===== src/rtl/seq_div32.sv =====
// Iterative radix-2 restoring divider for the ALU DIV/DIVU path.
// One quotient bit per cycle, plus a finalize cycle that applies signs and registers the result.
module seq_div32 #(
  parameter int WIDTH = 32
) (
  input  logic                 clk,
  input  logic                 rst,
  input  logic                 signed_div_i,
  input  logic [WIDTH-1:0]     a,
  input  logic [WIDTH-1:0]     b,
  input  logic                 start_i,
  input  logic                 annul_i,
  output logic [2*WIDTH-1:0]   result_o,
  output logic                 ready_o
);

  localparam logic [1:0] IDLE    = 2'd0;
  localparam logic [1:0] DIVZERO = 2'd1;
  localparam logic [1:0] BUSY    = 2'd2;
  localparam logic [1:0] DONE    = 2'd3;

  logic [1:0]         state;
  // Restored remainder is always below D, so only the trial value needs the extra bit.
  logic [WIDTH-1:0]   r;
  logic [WIDTH-1:0]   q;
  logic [WIDTH-1:0]   d;
  logic [5:0]         cnt;
  logic               qneg;
  logic               rneg;
  logic [2*WIDTH-1:0] result;
  logic               ready;

  logic [WIDTH:0]     s;
  logic [WIDTH:0]     t;
  logic [WIDTH-1:0]   abs_a;
  logic [WIDTH-1:0]   abs_b;

  always_comb begin
    s     = {r, q[WIDTH-1]};
    t     = s - {1'b0, d};
    abs_a = (signed_div_i && a[WIDTH-1]) ? -a : a;
    abs_b = (signed_div_i && b[WIDTH-1]) ? -b : b;
  end

  always_ff @(posedge clk) begin
    if (rst) begin
      state  <= IDLE;
      r      <= '0;
      q      <= '0;
      d      <= '0;
      cnt    <= '0;
      qneg   <= 1'b0;
      rneg   <= 1'b0;
      result <= '0;
      ready  <= 1'b0;
    end else if (annul_i) begin
      state  <= IDLE;
      result <= '0;
      ready  <= 1'b0;
    end else begin
      case (state)
        IDLE: begin
          if (start_i) begin
            if (b == '0) begin
              state <= DIVZERO;
            end else begin
              q     <= abs_a;
              d     <= abs_b;
              r     <= '0;
              cnt   <= '0;
              qneg  <= signed_div_i & (a[WIDTH-1] ^ b[WIDTH-1]);
              rneg  <= signed_div_i & a[WIDTH-1];
              state <= BUSY;
            end
          end
        end
        DIVZERO: begin
          result <= '0;
          ready  <= 1'b1;
          state  <= DONE;
        end
        BUSY: begin
          // cnt reaching WIDTH marks the extra cycle that applies signs.
          if (cnt == 6'(WIDTH)) begin
            result <= {(rneg ? -r : r), (qneg ? -q : q)};
            ready  <= 1'b1;
            state  <= DONE;
          end else begin
            if (!t[WIDTH]) begin
              r <= t[WIDTH-1:0];
              q <= {q[WIDTH-2:0], 1'b1};
            end else begin
              r <= s[WIDTH-1:0];
              q <= {q[WIDTH-2:0], 1'b0};
            end
            cnt <= cnt + 6'd1;
          end
        end
        DONE: begin
          if (!start_i) begin
            state  <= IDLE;
            result <= '0;
            ready  <= 1'b0;
          end
        end
        default: state <= IDLE;
      endcase
    end
  end

  assign result_o = result;
  assign ready_o  = ready;

endmodule

===== config.mk =====
export PLATFORM = sky130hd
export DESIGN_NAME = seq_div32
export DESIGN_NICKNAME = d
export VERILOG_FILES = /design/src/rtl/seq_div32.sv
export SDC_FILE = /design/constraint.sdc
export NUM_CORES = 1
export LEC_CHECK = 0
export ABC_CLOCK_PERIOD_IN_PS = 3150
export CORE_UTILIZATION = 43
export DETAILED_ROUTE_END_ITERATION = 16
export HOLD_SLACK_MARGIN = 0.06
export PLACE_DENSITY = 0.76
export SLEW_MARGIN = 40
export SYNTH_ARGS = -nofsm -noshare
export SYNTH_HDL_FRONTEND = slang
export SYNTH_SLANG_ARGS = --single-unit

===== constraint.sdc =====
create_clock -name clk -period 3.15 [get_ports clk]
set_input_delay 0.4725 -clock clk [delete_from_list [all_inputs] [get_ports clk]]
set_output_delay 0.4725 -clock clk [all_outputs]
set_load 0.01 [all_outputs]

==> impl_metrics.ini <==
[outcome]
status = finished, violations left
violations = negative setup slack

[timing]
fin_skew_ns = 0.007462
worst_slew_pin_slew_ns = 0.7741
finalSetupTns_ns = -0.01669
fin_ws_ns = -0.01669
rsz0062_at_grt = true
slew_headroom_pct = 47.85
period_needed_ns = 3.167
finalHoldViolCount = 0
max_freq_ghz = 0.3158
finalSetupViolCount = 1
drv_slew = 0
period_share_pct = 100.5

[route]
drc = 0
final_antenna_net_count = 0
wl_per_cell_um = 16.26
first_iter_violations = 896
vias = 11257
avgViaCountPerCell = 5.600
dr.pass1.iters = 5
wirelength_um = 32680

[yosys]
ys_async_sr_fraction_pct = 0
syn_area_sq_um = 10980
ys_seq_elements = 171
seq_area_frac_synth_pct = 31.19
ys.flop_type = dfxtp_1
syn_area_per_cell_sq_um = 7.507
synth_edf_count = 0
ys_types = 66
synth_nets = 1573
syn_inst = 1462
ys_warn_count = 0

[clocking]
cts_num_sinks = 171
clk_pin_slew_ns = 0.07
cts_buffers = 17
cts-htree-levels = 4
cts_buffer_depth = 2
root_buffer = clkbuf_16
clkLatencyLatePin_ns = 0.44
cts_tree = done

[pwr]
intPower_uw = 3887
p_seq_share_pct = 40.3
swShare_pct = 31.93
leakagePower_uw = 0.005485
p_clk_share_pct = 36.5
combPwrFrac_pct = 23.2
switchingPower_uw = 1823
p_per_area_nw_per_um2 = 397.8
vdd_drop_max_mv = 0.3429

[finish]
drive_gt1_share_pct = 14.64
nets = 1778
syn_to_final_growth_pct = 30.78
utilization_pct = 57.17
instances_no_fill = 2010
diodes = 0
final_common_cell = nand2_1
layout_common_cells = 250 x nand2_1, 167 x dfxtp_1, 135 x buf_4, 132 x clkdlybuf4s50_1, 108 x nor2_1

[placement]
gp_congestion = 0.9212
numPlacedInstances = 1974
dp_hpwl_um = 25210
dp_slack_ns = -0.2335
portBuffers = 133

[die]
initial_utilization_pct = 43.71
die_area_sq_um = 26170
pin_count = 134
row_count = 58
coreArea_sq_um = 25110
fp.dieW_um = 161.8
dieHeight_um = 161.8

[worst_setup_path]
critPathRequiredTime_ns = 3.52
rr_startpoint = q[31]
endpoint_kind = register
r2r_cells = 12
crit_fanout = 3
rrSetupSlack_ns = -0.02
crit_arrival_ns = 3.53
crit_type = register to register
critPathLaunchType = register
reg2reg_to = r[30]

[grt]
grt_max_degree = 84
grt_overflow = 0
antenna_found_initial = 0
grt_pass1_vias = 10007
track_usage_pct = 24.25
grt_first_pass_wirelength_um = 51430

[min_path]
min_from = result_o[22]
hold_path_end = result_o[22]
hold_class = register to register
hold_path_depth = 2

[run]
maxCapViolCount = 0
power by group through the flow:
stage	sequential [uW]	clock, uW	combinational (uW)
floorplan	2330	0	794
global placement	2340	0	1250
detailed placement	2350	0	1270
CTS	2300	2090	1270
global route	2310	2180	1450
finish	2300	2080	1330
layer usage:
layer | share of wire (%) | wire (um) | vias up | track usage [%]
met2 | 43 | 13900 | 391 | 35.10
met1 | 49 | 15970 | 5226 | 37.13
met5 | 0 | 0 | - | 0
met3 | 7.0 | 2298 | 35 | 3.320
li1 | - | - | 5605 | -
met4 | 1.6 | 520 | 0 | 6.218
per-stage QoR:
| step | area (sq um) | hold slack [ns] | power, uW |
|---|---|---|---|
| floorplan | 10980 | 0.4319 | 3123 |
| global placement | 13560 | 0.4355 | 3589 |
| detailed placement | 13560 | 0.4431 | 3613 |
| CTS | 14150 | 0.4534 | 5665 |
| global route | 14350 | 0.4732 | 5942 |
| finish | 14350 | 0.4513 | 5710 |
logic make-up (layout without fill, tap and decap cells):
| logic type | count (synthesis) | in the layout | share of synthesized area, % |
|---|---|---|---|
| AOI/OAI and AO/OA | 431 | 431 | 25.22 |
| xor gates and xnor gates | 150 | 150 | 11.97 |
| adders and majority gates | 42 | 42 | 4.856 |
| buffers and inverters | 146 | 364 | 5.119 |
| DFF | 171 | 171 | 31.19 |
| muxes | 1 | 1 | 0.09120 |
| and+or+nand+nor | 521 | 521 | 21.56 |
how the worst max path moves through the flow:
| stage | start | endpoint | slack [ns] | cells after the start |
|---|---|---|---|---|
| 5_1_grt | q[31] | r[30] | -0.11 | 12 |
| 3_3_place_gp | b[18] | q[8] | -0.22 | 10 |
| 6_report | q[31] | r[30] | -0.02 | 12 |
| 3_5_place_dp | b[18] | q[3] | -0.23 | 10 |
| 4_1_cts | q[31] | r[30] | 0.04 | 12 |
| 2_1_floorplan | b[18] | r[2] | 0.17 | 9 |
synth_stat cells, types with 14 or more instances:
cell type / count / area share (%)
nand2_1: 250 / 8.5
dfxtp_1: 171 / 31
nor2_1: 109 / 3.7
a21oi_1: 103 / 4.7
o21ai_0: 100 / 4.6
clkbuf_1: 80 / 2.7
xnor2_1: 79 / 6.3
xor2_1: 71 / 5.7
inv_1: 54 / 1.8
ha_1: 41 / 4.7
nand3_1: 39 / 1.8
a211oi_1: 36 / 2.5
o31ai_1: 33 / 2.3
o41ai_1: 28 / 2.2
a22oi_1: 23 / 1.6
nor3_1: 20 / 0.91
nand2b_1: 18 / 1.0
nand4_1: 16 / 0.91
o211ai_1: 16 / 1.1
a31o_2: 15 / 1.2
or3_1: 14 / 0.80
registers in the layout, indices dropped and copies added, names as in the netlist:
signal,cells
result_o,64
d,32
q,32
r,32
cnt,6
state,2
qneg,1
ready_o,1
rneg,1
critical path, stage by stage (launching register included):
cell       delay [ns]
dfxtp_2          0.34
inv_2            0.05
ha_4             0.16
fa_2             0.41
nor2b_4          0.15
o31ai_4          0.09
a211oi_2         0.34
o2111ai_2        0.23
a211oi_2         0.34
buf_4            0.18
nor3_4           0.05
or4b_4           0.57
o221ai_2         0.18
what timing repair did:
action,4_1_cts,5_1_grt
hold buffers,0,0
resized for setup,4,33
endpoints found under the hold margin,0,0
pin swaps,1,9
endpoints found under the setup margin,32,27
buffers inserted,0,4
cloned,0,0
final cells by class:
| type | count | area, sq um |
|---|---|---|
| fill | 2358 | 10760 |
| multi-input combinational | 1145 | 7202 |
| sequential | 171 | 3428 |
| timing repair buffer | 278 | 2531 |
| clock buffer | 19 | 452.9 |
| tap | 330 | 412.9 |
| inverter | 54 | 202.7 |
| clock inverter | 13 | 123.9 |
(Power assumes the default switching activity.)
